### config.mk
export PLATFORM = sky130hd
export DESIGN_NAME = csa_bist_reconfig
export DESIGN_NICKNAME = d
export VERILOG_FILES = /design/src/rtl/csa_bist_pkg.sv /design/src/rtl/csa_bist_golden_dly.sv /design/src/rtl/csa_bist_reconfig.sv
export SDC_FILE = /design/constraint.sdc
export NUM_CORES = 1
export LEC_CHECK = 0
export BUFFER_PORTS_ARGS = -buffer_cell sky130_fd_sc_hd__buf_2
export CAP_MARGIN = 20
export CORE_AREA = 3 3 94 96
export DETAILED_ROUTE_END_ITERATION = 10
export DIE_AREA = 0 0 97 99
export GPL_ROUTABILITY_DRIVEN = 1
export PLACE_DENSITY = 0.63
export SYNTH_ARGS = -nofsm -noshare
export SYNTH_HDL_FRONTEND = slang
export SYNTH_SLANG_ARGS = --single-unit
export TNS_END_PERCENT = 30
### constraint.sdc
create_clock -name clk -period 2.9 [get_ports clk]
set_input_delay 0.435 -clock clk [delete_from_list [all_inputs] [get_ports clk]]
set_output_delay 0.435 -clock clk [all_outputs]
set_load 0.03 [all_outputs]
### src/rtl/csa_bist_pkg.sv
// Shared types for the carry-select adder BIST / reconfiguration controller.
// Contents: controller state enum, per-block chain-select codes, and the
// helper that turns a block's two fault bits into its select code.
package csa_bist_pkg;

  typedef enum logic [2:0] {
    IDLE  = 3'd0,
    RUN   = 3'd1,
    DRAIN = 3'd2,
    ALLOC = 3'd3,
    DONE  = 3'd4
  } state_t;

  localparam logic [1:0] SEL_NONE = 2'b00;
  localparam logic [1:0] SEL_C0   = 2'b01;
  localparam logic [1:0] SEL_C1   = 2'b10;
  localparam logic [1:0] SEL_BOTH = 2'b11;

  // Select code replacing every faulty chain of one block with a spare.
  function automatic logic [1:0] sel_code(input logic f0, input logic f1);
    case ({f1, f0})
      2'b01:   return SEL_C0;
      2'b10:   return SEL_C1;
      2'b11:   return SEL_BOTH;
      default: return SEL_NONE;
    endcase
  endfunction

endpackage

### src/rtl/csa_bist_golden_dly.sv
// Delays {valid, golden0, golden1} by LAT cycles so the expected values line
// up with the adder's res0/res1 for the same vector. LAT=0 is a pass-through.
// Ports: clk, init_n (async active-low), valid/gold0/gold1 (issue side),
//        aligned_valid/aligned0/aligned1 (compare side).
module csa_bist_golden_dly #(
  parameter int unsigned BW  = 4,
  parameter int unsigned LAT = 1
) (
  input  logic        clk,
  input  logic        init_n,
  input  logic        valid,
  input  logic [BW:0] gold0,
  input  logic [BW:0] gold1,
  output logic        aligned_valid,
  output logic [BW:0] aligned0,
  output logic [BW:0] aligned1
);

  localparam int unsigned W = 2 * (BW + 1) + 1;

  logic [W-1:0] head;
  logic [W-1:0] tail;

  assign head = {valid, gold0, gold1};

  generate
    if (LAT == 0) begin : g_pass
      assign tail = head;
    end else begin : g_pipe
      logic [W-1:0] stage [LAT];

      // Reset empties the pipe so no in-flight compare survives an abort.
      always_ff @(posedge clk or negedge init_n) begin
        if (!init_n) begin
          for (int unsigned i = 0; i < LAT; i++) stage[i] <= '0;
        end else begin
          stage[0] <= head;
          for (int unsigned i = 1; i < LAT; i++) stage[i] <= stage[i-1];
        end
      end

      assign tail = stage[LAT-1];
    end
  endgenerate

  assign {aligned_valid, aligned0, aligned1} = tail;

endmodule

### src/rtl/csa_bist_reconfig.sv
// BIST and spare-chain allocator for an N-block dual-chain carry-select adder.
// Sweeps every {b,a} operand pair, compares each block's cin=0/cin=1 chain
// against a golden sum, keeps sticky per-chain fault maps, then hands out up
// to SPARES spare chains block by block.
// Ports: clk, init_n (async active-low), start; test/test_data drive the
//        adder; res0/res1 are the per-block chain results; fault0/fault1,
//        sel, fail are the results; busy/done report progress.
module csa_bist_reconfig
  import csa_bist_pkg::*;
#(
  parameter int unsigned BLOCKS = 4,
  parameter int unsigned BW     = 4,
  parameter int unsigned LAT    = 1,
  parameter int unsigned SPARES = 2
) (
  input  logic                     clk,
  input  logic                     init_n,
  input  logic                     start,
  output logic                     test,
  output logic [2*BW-1:0]          test_data,
  input  logic [BLOCKS*(BW+1)-1:0] res0,
  input  logic [BLOCKS*(BW+1)-1:0] res1,
  output logic [BLOCKS-1:0]        fault0,
  output logic [BLOCKS-1:0]        fault1,
  output logic [2*BLOCKS-1:0]      sel,
  output logic                     busy,
  output logic                     done,
  output logic                     fail
);

  localparam int unsigned TW = 2 * BW;
  localparam int unsigned RW = BW + 1;
  localparam int unsigned CW = $clog2(LAT + BLOCKS + 1);
  localparam int unsigned UW = $clog2(SPARES + 3) + 1;
  localparam logic [TW-1:0] PRE_LAST = {TW{1'b1}} - TW'(1);

  state_t state, state_nx;

  logic [CW-1:0]       cnt, cnt_nx;
  logic [UW-1:0]       used, used_nx, need;
  logic                issue, issue_nx;
  logic                test_nx, busy_nx, done_nx, fail_nx;
  logic [TW-1:0]       data_nx;
  logic [BLOCKS-1:0]   f0_nx, f1_nx, miss0, miss1;
  logic [2*BLOCKS-1:0] sel_nx;
  logic [RW-1:0]       gold0, gold1, chk0, chk1;
  logic                chk_valid;

  // Golden results of the vector currently on test_data.
  assign gold0 = RW'(test_data[BW-1:0]) + RW'(test_data[TW-1:BW]);
  assign gold1 = gold0 + RW'(1);

  csa_bist_golden_dly #(.BW(BW), .LAT(LAT)) u_dly (
    .clk           (clk),
    .init_n        (init_n),
    .valid         (issue),
    .gold0         (gold0),
    .gold1         (gold1),
    .aligned_valid (chk_valid),
    .aligned0      (chk0),
    .aligned1      (chk1)
  );

  // Per-block chain comparators, carry bit included.
  always_comb begin
    miss0 = '0;
    miss1 = '0;
    for (int unsigned b = 0; b < BLOCKS; b++) begin
      miss0[b] = chk_valid && (res0[b*RW +: RW] != chk0);
      miss1[b] = chk_valid && (res1[b*RW +: RW] != chk1);
    end
  end

  // State register.
  always_ff @(posedge clk or negedge init_n) begin
    if (!init_n) state <= IDLE;
    else         state <= state_nx;
  end

  // Next-state logic.
  always_comb begin
    state_nx = state;
    case (state)
      IDLE:    if (start) state_nx = RUN;
      RUN:     if (test_data == PRE_LAST) state_nx = DRAIN;
      DRAIN:   if (cnt == CW'(LAT)) state_nx = ALLOC;
      ALLOC:   if (cnt == CW'(BLOCKS - 1)) state_nx = DONE;
      DONE:    state_nx = IDLE;
      default: state_nx = IDLE;
    endcase
  end

  // Next values of all registered outputs and datapath state.
  always_comb begin
    test_nx  = test;
    data_nx  = test_data;
    issue_nx = 1'b0;
    cnt_nx   = cnt;
    busy_nx  = busy;
    done_nx  = 1'b0;
    f0_nx    = fault0 | miss0;
    f1_nx    = fault1 | miss1;
    sel_nx   = sel;
    fail_nx  = fail;
    used_nx  = used;
    need     = '0;
    case (state)
      IDLE: begin
        busy_nx = 1'b0;
        test_nx = 1'b0;
        if (start) begin
          test_nx  = 1'b1;
          busy_nx  = 1'b1;
          data_nx  = '0;
          issue_nx = 1'b1;
          cnt_nx   = '0;
          f0_nx    = '0;
          f1_nx    = '0;
          sel_nx   = '0;
          fail_nx  = 1'b0;
          used_nx  = '0;
        end
      end
      RUN: begin
        data_nx  = test_data + TW'(1);
        issue_nx = 1'b1;
        cnt_nx   = '0;
      end
      DRAIN: begin
        cnt_nx = cnt + CW'(1);
        if (cnt == CW'(LAT)) begin
          test_nx = 1'b0;
          data_nx = '0;
          cnt_nx  = '0;
        end
      end
      ALLOC: begin
        cnt_nx = cnt + CW'(1);
        // A block that does not fit gets no spare, but later blocks still try.
        for (int unsigned b = 0; b < BLOCKS; b++) begin
          if (cnt == CW'(b)) begin
            need = UW'(fault0[b]) + UW'(fault1[b]);
            if (used + need <= UW'(SPARES)) begin
              sel_nx[2*b +: 2] = sel_code(fault0[b], fault1[b]);
              used_nx          = used + need;
            end else begin
              sel_nx[2*b +: 2] = SEL_NONE;
              fail_nx          = 1'b1;
            end
          end
        end
      end
      DONE:    done_nx = 1'b1;
      default: ;
    endcase
  end

  // Output and datapath registers.
  always_ff @(posedge clk or negedge init_n) begin
    if (!init_n) begin
      test      <= 1'b0;
      test_data <= '0;
      issue     <= 1'b0;
      cnt       <= '0;
      busy      <= 1'b0;
      done      <= 1'b0;
      fault0    <= '0;
      fault1    <= '0;
      sel       <= '0;
      fail      <= 1'b0;
      used      <= '0;
    end else begin
      test      <= test_nx;
      test_data <= data_nx;
      issue     <= issue_nx;
      cnt       <= cnt_nx;
      busy      <= busy_nx;
      done      <= done_nx;
      fault0    <= f0_nx;
      fault1    <= f1_nx;
      sel       <= sel_nx;
      fail      <= fail_nx;
      used      <= used_nx;
    end
  end

endmodule

Word-level counts from Yosys, hierarchy flattened. Cells that the tools add are included.

Add/subtract/negate cells: 12. $lt $le $gt $ge: 4. Eq/ne operators: 35. Multiplexer cells: 53. Bitwise gates (word level): 2. Reduce and logical (&&, ||, !) cells: 23.

Operators with widths (count): 4-bit 2-to-1 mux (13); 5-bit inequality test (8); 2-bit one-hot mux with 3 select lines (4); 3-bit one-hot mux with 4 select lines (2); 8-bit one-hot mux with 3 select lines (1); 3-bit 2-to-1 mux (6); 4-bit by 2-bit adder with 4-bit output (4); 2-bit equality test, second input constant (8); 4-bit by 2-bit <= comparator with 1-bit output, second input constant (4); 2-bit 2-to-1 mux (8); 8-bit 2-to-1 mux (2); 8-bit one-hot mux with 2 select lines (1); 3-bit AND reduction (5); 2-bit inequality test, second input constant (7); 3-bit by 2-bit equality test with 1-bit output, second input constant (4); 1-bit 2-to-1 mux (12); 1-bit by 1-bit adder with 2-bit output (4); 8-bit by 1-bit adder with 8-bit output, second input constant (1); 2-bit by 1-bit equality test with 1-bit output, second input constant (4); 8-bit equality test, second input constant (1); 1-bit logical AND (8); 4-bit OR (2); 4-bit one-hot mux with 2 select lines (1); 3-bit by 1-bit equality test with 1-bit output, second input constant (2); other kinds (11) (17).

Register bits after elaboration: 50. Input port bits: 43. Output and inout bits: 28. Logic and storage cells: 145.

Depth between registers and ports, before layout. Gate-level depths: netlist (run 1).

Depth after elaboration: 12. Mapped depth: 9.

Cells and area by module. From an unflattened synthesis (run 1), not the netlist that was laid out.

Cells, all modules: 326. Area, all modules: 3189.3 um2.

By module, submodules not included: csa_bist_reconfig (times used 1, cells each 315, area an instance 2914.0 um2, seq. area each 975.9 um2); csa_bist_golden_dly (times used 1, cells each 11, area an instance 275.3 um2, seq. area each 275.3 um2).

Least setup slack after synthesis (run 1). No wires, ideal clock.

Kind: register to register. Start: register fault0[1]. End: register used[0]. Data arrival time: 2.100 ns. Required time: 2.766 ns. Slack: 0.665 ns. Cell stages (with the launch flop): 8. Buffers on the path: 0. Period minus slack after synthesis: 2.235 ns. Cells stage by stage: dfrtp_1 -> fa_1 -> ha_1 -> xnor2_4 -> nand2_2 -> or4_1 -> o311ai_1 -> a22oi_2.

Longest elaborated chain between the ends: 10.

RTL lines: start: declaration (RTL line csa_bist_reconfig.sv:23) `output logic [BLOCKS-1:0] fault0,`; start signal: assignment (RTL line csa_bist_reconfig.sv:179) `fault0 <= f0_nx;`; 1-bit by 1-bit adder with 2-bit output (*) (RTL line csa_bist_reconfig.sv:142) `need = UW'(fault0[b]) + UW'(fault1[b]);`; 4-bit by 2-bit adder with 4-bit output (*) (RTL line csa_bist_reconfig.sv:143, csa_bist_reconfig.sv:145); 4-bit by 2-bit <= comparator with 1-bit output (RTL line csa_bist_reconfig.sv:143) `if (used + need <= UW'(SPARES)) begin`; 4-bit 2-to-1 mux (*) (RTL line csa_bist_reconfig.sv:143); 4-bit 2-to-1 mux (*) (RTL line csa_bist_reconfig.sv:141) `if (cnt == CW'(b)) begin`; 4-bit 2-to-1 mux (RTL line csa_bist_reconfig.sv:143); 4-bit 2-to-1 mux (*) (RTL line csa_bist_reconfig.sv:141); 4-bit 2-to-1 mux (RTL line csa_bist_reconfig.sv:143); 4-bit 2-to-1 mux (*) (RTL line csa_bist_reconfig.sv:141); 4-bit one-hot mux with 2 select lines (*) (RTL line csa_bist_reconfig.sv:107) `case (state)`; end signal: assignment (RTL line csa_bist_reconfig.sv:183) `used <= used_nx;`; end: declaration (RTL line csa_bist_reconfig.sv:40) `logic [UW-1:0] used, used_nx, need;`.

Mark *: on every way between the ends. The rest lies on a longest branch, timed or not. A chain may end at the register's enable or synchronous reset.

Worst setup path after layout (run 1).
Start: register used[0]. End: register used[1].

Longest elaborated chain between the ends: 11. Elaborated cells between the ends (all ways): 17. Classes of those cells: 4 x add/sub; 4 x order compare; 9 x mux.

RTL lines (RTL line): 4-bit by 2-bit adder with 4-bit output (csa_bist_reconfig.sv:143, csa_bist_reconfig.sv:145); 4-bit by 2-bit <= comparator with 1-bit output (csa_bist_reconfig.sv:143); 4-bit 2-to-1 mux (csa_bist_reconfig.sv:143); 4-bit 2-to-1 mux (csa_bist_reconfig.sv:141); 4-bit 2-to-1 mux (csa_bist_reconfig.sv:143); 4-bit 2-to-1 mux (csa_bist_reconfig.sv:141); 4-bit 2-to-1 mux (csa_bist_reconfig.sv:143); 4-bit 2-to-1 mux (csa_bist_reconfig.sv:141); 4-bit 2-to-1 mux (csa_bist_reconfig.sv:143); 4-bit 2-to-1 mux (*) (csa_bist_reconfig.sv:141); 4-bit one-hot mux with 2 select lines (*) (csa_bist_reconfig.sv:107).

Marks and branches as above.

==> key figures, run 1 <==
CTS
  • CTS max path bufs: 2
  • Worst-Skew Late Latency: between 0.3 and 0.4 ns
  • CTS resizes: 0
  • Num CTS Buffers: 5
  • Setup fix buffers added after clock tree synthesis: 0
  • CTS Root Cell: clkbuf_8
  • Worst-path clk slew: ~0.10 ns
  • CTS tree: built
  • Cts hold-fix bufs: 0
  • CTS H-Tree Depth: 2
  • Clock Sinks: 50

Floorplan
  • # rows: 33
  • Core area: slightly above 0.008 sq mm
  • Die area: approximately 0.0096 sq mm
  • Die X: around 97 um
  • Die Y: around 100 um
  • Starting Density: between 30 and 40%
  • Boundary Pins: a little over 70

Routing
  • Detailed Routing Iterations Pass 1: 4
  • DRC Markers: 0
  • WL per Instance: between 15 and 20 um
  • Initial DRC Count: about 110
  • Routed via count: roughly 2600
  • Via/cell ratio: around 5.2
  • DRT antenna net count: 0
  • WL final: about 7700 um

Global routing
  • Antenna violations before repair: 0
  • Tot GR Track Use: 16.98%
  • Largest net degree at the start of global routing: 27
  • Global-route wire length before repair: roughly 13000 um
  • Number of global-route vias before repair: ~2700
  • Remaining Overflow, GRT: 0

Power and ir drop
  • Comb pwr share: between 30% and 40%
  • Static Leakage: 0.001705 uW
  • Maximum VDD drop: approximately 0.47 mV
  • Clock power frac: roughly 18%
  • Internal: around 1500 uW
  • Power per cell area: 662.7 mW/mm^2
  • Sw Ratio: between 40% and 50%
  • Total chip power: 2493 uW
  • Sw power: between 1000 and 1500 uW
  • Seq pwr share: a little over two fifths

Setup path
  • CP Launch Type: flip-flop
  • Arrival time worst endpoint: between 2 and 3 ns
  • Cells on worst reg2reg path: 9
  • CP required: roughly 3.1 ns
  • RR Startpoint: used[0]
  • CP startpoint: used[0]
  • Reg-to-Reg End: used[1]
  • Crit. End Element: flip-flop
  • Worst Path Max Fanout: 5
  • Reg2reg setup slack: roughly 0.58 ns
  • Worst Setup Path Type: flip-flop to flip-flop

Synth
  • Primary FF master, synth: dfrtp_1
  • Yosys top cell area share: between 30% and 40%
  • Syn nets: 386
  • Cell taking the most area after synthesis: dfrtp_1
  • Number of synthesized flops with an enable pin: 0
  • Seq cells post-synth: 50
  • Mean area per synthesized cell: around 10 sq um
  • Syn Std Cell Area: ~0.0032 sq mm
  • Library cells used by synthesis: 57
  • Async SR Flop Fraction: 100.0%
  • Post-synthesis instance total: approximately 320
  • Leading post-synthesis cells by cell area: dfrtp_1, xor2_1, ha_1
  • Cell with the most instances after synthesis: dfrtp_1
  • Yosys warning count: 0
  • Most instantiated cells after synthesis: dfrtp_1, xor2_1, nand2_1, nor2_1, xnor2_1
  • Post-synthesis sequential area ratio: approximately 39%

Timing
  • RSZ-0062 raised after global routing: no
  • Fmax: roughly 430 MHz
  • Relative slew margins: 61.10%
  • Worst-margin pin slew: a little under 0.6 ns
  • Post-route setup TNS: 0 ns
  • Final number of hold-violating endpoints: 0
  • Final min period: ~2.3 ns
  • Final setup violation count: 0
  • Fin Clk Skew: 0.009763 ns
  • Min Hold Slack: ~0.11 ns
  • Final slew viol count: 0
  • Period Utilization, post-route: 79.87%

Run
  • MaxCap Viol Count: 0

Placement
  • Post-Place Cell Area: 0.003667 sq mm
  • DP HPWL: approximately 6000 um
  • Port Buffers: 70
  • GP Congestion: 0.7929
  • Placed insts: a little under 500

Final layout
  • Ratio of cells with drive above 1 in the final layout: roughly 24%
  • Nets: between 400 and 500
  • Ant. Diodes: 0
  • Filler cells: a little under 800
  • Area growth, synth to finish: 16.28%
  • Final instance area: around 0.0038 sq mm
  • Fin cells: about 500

Run status
  • Outcome: finished, final reports clean

Worst hold path
  • Hold crit path type: input pin to async pin
## routing by layer
layer	part of all wire (%)	vias to the layer above	track usage, %	wire (um)
li1	-	1256	-	-
met4	0.80	0	4.104	62
met5	0	-	0	0
met2	50	37	28.66	3863
met3	3.0	5	2.902	233
met1	46	1289	22.82	3550
## through the flow
stage	setup WS [ns]	util (%)
3_5_place_dp	0.6451	45.09
6_report	0.5838	46.25
2_1_floorplan	0.6651	-
4_1_cts	0.6157	46.25
3_3_place_gp	0.7350	45.09
5_1_grt	0.4528	46.25
## placed cells by master, fill, tap and decap left out, drive strengths merged, types with 2 or more instances in the layout
cell / synthesis / final
a21boi: 2 / 2
a21o: 3 / 3
a21oi: 17 / 17
a22o: 2 / 2
a22oi: 2 / 2
a31o: 2 / 2
and2: 4 / 4
and3: 4 / 4
and3b: 2 / 2
buf: 7 / 72
clkbuf: 3 / 5
dfrtp: 50 / 50
fa: 5 / 5
ha: 16 / 16
inv: 12 / 14
mux2i: 2 / 2
nand2: 27 / 27
nand2b: 2 / 2
nand3: 20 / 20
nand3b: 3 / 3
nand4: 5 / 5
nor2: 25 / 25
nor2b: 4 / 4
nor3: 8 / 8
o211a: 2 / 2
o21ai: 8 / 8
o22ai: 6 / 6
o311ai: 2 / 2
o31ai: 3 / 3
or4: 2 / 2
xnor2: 24 / 24
xor2: 36 / 36
## power groups by stage
stage | logic [uW] | clock network, uW | registers [uW]
floorplan | 649 | 0 | 1140
global placement | 961 | 0 | 1080
detailed placement | 989 | 0 | 1080
CTS | 997 | 456 | 1070
global route | 1100 | 486 | 1100
finish | 982 | 442 | 1070
## worst max-delay path by stage
stage               to  cells past startpoint
6_report       used[1]                      9
5_1_grt        used[1]                      9
4_1_cts        used[1]                      9
3_5_place_dp   used[1]                      9
3_3_place_gp   used[0]                      7
2_1_floorplan  used[0]                      7
## logic make-up (layout without fill, tap and decap cells)
family	Yosys count	count (layout)	synth area share [%]
muxes	2	2	0.6187
AOI/OAI and AO/OA	55	55	11.91
and+or+nand+nor	112	112	18.60
DFF	50	50	38.67
buffers and inverters	22	92	3.403
adders and majority gates	21	21	9.281
xor gates and xnor gates	60	60	17.52
## area by class of cell
cell class	instances	area [sq um]	area share, %
Clock inverter	3	26.28	0.6984
Inverter	12	45.04	1.197
Clock buffer	5	68.82	1.829
Multi-Input combinational cell	250	1874	49.82
Tap cell	105	131.4	3.492
Sequential cell	50	1251	33.26
Timing Repair Buffer	72	365.4	9.711
## critical path, stage by stage, from the launching register on
cell and delay, ns:
dfrtp_1 0.50, inv_1 0.13, fa_1 0.40, inv_1 0.07, ha_1 0.19, xnor2_2 0.13, and3_4 0.23, a21boi_0 0.08
o311ai_1 0.38, a22oi_2 0.09
## registers in the layout, summed over array words and instances (netlist names), 3 cells and up
name,cells
u_dly.g_pipe.stage,11
sel,8
test_data,8
fault0,4
fault1,4
used,4
cnt,3
state,3
Power figures use the tool's default switching activity.
==> inputs of run 2 (changes only) <==
Settings changed: ABC_AREA from default to 1, CORE_AREA 3 3 94 96 to 3 3 95 97, DIE_AREA 0 0 97 99 to 0 0 98 100, PLACE_DENSITY 0.63 to 0.65.
Clock period 2.9 ns to 1.9 ns, I/O delays scaled along.
==> key figures, run 2 <==
Setup path
  • Crit. End Element: flip-flop
  • Cells on worst reg2reg path: 11
  • Worst-path cell chain: fa_2 > ha_4 > nand2_2 > o21ai_2 > nor2_2 > nand3_2 > buf_6 > nand2_2 > nor2_2 > nor2_2 > nor2_1
  • Reg2reg setup slack: -0.13 ns
  • CP Launch Type: flip-flop
  • CP peak stage delay: 0.45 ns
  • Worst Path Max Fanout: 3
  • Worst Setup Path Type: flip-flop to flip-flop
  • Reg-to-Reg End: used[2]
  • Arrival time worst endpoint: between 2 and 2.5 ns
  • CP most frequent cell: nor2_2
  • RR Startpoint: fault0[2]
  • CP required: ~2.1 ns
  • Crit-path slowest cell: dfrtp_2

Final layout
  • Final instance area: ~0.0042 sq mm
  • Fin cells: between 500 and 600
  • Commonest cells after routing, fill and taps aside: buf_2, nand2_1, dfrtp_1
  • Most flops, register: u_dly.g_pipe.stage
  • Nets: 551
  • Ratio of cells with drive above 1 in the final layout: 34.84%
  • Max FFs per register: 11
  • Commonest non-fill, non-tap cell in the layout: buf_2
  • Ant. Diodes: 0
  • Regs by FF count: u_dly.g_pipe.stage: 11 flops, sel: 8 flops, test_data: 8 flops
  • Area growth, synth to finish: 28.06%

Timing
  • Setup ws final: -0.1267 ns
  • Worst-margin pin slew: 0.5594 ns
  • Final number of hold-violating endpoints: 0
  • Period Utilization, post-route: 106.7%
  • RSZ-0062 raised after global routing: yes
  • Final setup violation count: 9
  • Final min period: approximately 2 ns
  • Relative slew margins: around 62%
  • Fin Clk Skew: a little over 0.007 ns
  • Fmax: between 400 and 500 MHz
  • Min Hold Slack: around 0.33 ns
  • Final slew viol count: 0

Synth
  • Post-synthesis instance total: approximately 390
  • Syn nets: between 400 and 500
  • Most instantiated cells after synthesis: nand2_1, dfrtp_1, inv_1, nor2_1, xnor2_1
  • Yosys warning count: 0
  • Yosys top cell area share: about two fifths
  • Cell taking the most area after synthesis: dfrtp_1
  • Async SR Flop Fraction: 100.0%
  • Post-synthesis sequential area ratio: around two fifths
  • Primary FF master, synth: dfrtp_1
  • Leading post-synthesis cells by cell area: dfrtp_1, nand2_1, xnor2_1
  • Mean area per synthesized cell: about 8.3 sq um
  • Cell with the most instances after synthesis: nand2_1
  • Number of synthesized flops with an enable pin: 0
  • Library cells used by synthesis: 29
  • Seq cells post-synth: 50
  • Syn Std Cell Area: 0.003256 sq mm

Routing
  • Via/cell ratio: between 4 and 5
  • DRC Markers: 0
  • DRT antenna net count: 0
  • Initial DRC Count: around 110
  • WL final: approximately 8400 um
  • WL per Instance: between 10 and 15 um
  • Detailed Routing Iterations Pass 1: 4
  • Routed via count: roughly 2900

Placement
  • Port Buffers: 70
  • GP Congestion: a little over 0.9
  • DP HPWL: roughly 6400 um
  • Post-placement setup slack: -0.09572 ns
  • Placed insts: 580
  • Post-Place Cell Area: approximately 0.0039 sq mm

Floorplan
  • Die Y: roughly 100 um
  • # rows: 33
  • Boundary Pins: 71
  • Die area: between 0.009 and 0.01 sq mm
  • Starting Density: a little under 40%
  • Die X: between 90 and 100 um
  • Core area: approximately 0.0082 sq mm

CTS
  • Num CTS Buffers: 5
  • Worst-path clk slew: about 0.1 ns
  • Worst-Skew Late Latency: 0.31 ns
  • Clock Sinks: 50
  • CTS max path bufs: 2
  • CTS H-Tree Depth: 2
  • CTS Root Cell: clkbuf_8
  • CTS tree: built

Worst hold path
  • HP Start: start
  • Cells on Worst Hold Path: 3
  • Hold crit path type: input pin to flip-flop
  • Worst Hold End: issue

Global routing
  • Tot GR Track Use: around 17%
  • Largest net degree at the start of global routing: 51
  • Antenna violations before repair: 0
  • Remaining Overflow, GRT: 0
  • Global-route wire length before repair: 13520 um
  • Number of global-route vias before repair: approximately 2900

Run
  • MaxCap Viol Count: 0

Power and ir drop
  • Power per cell area: 1690 mW/mm^2
  • Maximum VDD drop: around 0.76 mV
  • Static Leakage: between 0.002 and 0.0025 uW

Run status
  • Failing checks: setup timing
  • Outcome: finished with violations
## run 2: cell count changes in the layout (fill, tap and decap cells not counted), moves of 9 or more
cell / previous run / this run
buf_4: 2 / 18
dfrtp_1: 50 / 41
dfrtp_2: 0 / 9
inv_1: 12 / 40
inv_2: 0 / 12
nand2_1: 26 / 67
nand2_2: 1 / 13
nand4_1: 4 / 13
xor2_1: 34 / 23
## run 2: layout make-up
cell class	instances	area, sq um
Inverter	52	195.2
Clock inverter	3	47.55
Fill cell	769	4048
Multi-Input combinational cell	284	1903
Timing Repair Buffer	94	560.5
Tap cell	105	131.4
Clock buffer	5	68.82
Sequential cell	50	1262
## run 2: worst max-delay path, delay by kind of cell, from the launching register on
family,cells,cell delay (ns)
AOI/OAI and AO/OA,1,0.06
adders and majority gates,2,0.69
buffers and inverters,1,0.14
and+or+nand+nor,7,0.56
DFF,1,0.45
## run 2: metal layers
layer | global-route usage [%] | vias to the layer above | part of all wire (%)
met4 | 4.153 | 0 | 0.86
met3 | 2.988 | 7 | 3.4
met5 | 0 | - | 0
met2 | 30.16 | 51 | 53
li1 | - | 1435 | -
met1 | 21.66 | 1454 | 42
## run 2: report_power, final
group	total (uW)	internal (uW)	switching, uW
Clock	791	400	391
Combinational	4330	1760	2570
Sequential	1920	1460	467
## run 2: kinds of logic (layout without fill, tap and decap cells)
kind of cell / count (synthesis) / after routing / synth area share, %
AND/OR/NAND/NOR: 166 / 166 / 23.67
buffers and inverters: 58 / 154 / 7.071
AO/OA/AOI/OAI: 46 / 46 / 7.879
flip-flops: 50 / 50 / 38.43
adder cells (fa/ha/maj): 21 / 21 / 9.224
XOR/XNOR: 51 / 51 / 13.72
## run 2: worst max path at each step
stage	cells past startpoint	end	from	slack, ns
floorplan	6	u_dly.g_pipe.stage[4]	test_data[0]	-0.00001
global placement	14	used[0]	used[0]	-0.03
detailed placement	14	used[1]	used[0]	-0.1
CTS	15	used[0]	used[0]	-0.07
global route	13	used[1]	fault0[2]	-0.24
finish	11	used[2]	fault0[2]	-0.13
## run 2: what timing repair did
| item | CTS | global route |
|---|---|---|
| endpoints found under the setup margin | 9 | 14 |
| endpoints found under the hold margin | 50 | 0 |
| hold buffers | 1 | 0 |
| setup buffers | 1 | 3 |
| gates resized for setup | 10 | 25 |
| pin swaps | 0 | 18 |
## run 2: per-stage QoR
step                    TNS, ns  utilization [%]  power (uW)
detailed placement      -0.4786            47.45        5843
CTS                     -0.2464            49.51        6738
finish                  -0.6576            50.74        7045
global placement       -0.06900            47.45        5750
floorplan           -0.00001188                -        4658
global route             -1.756            50.74        7676
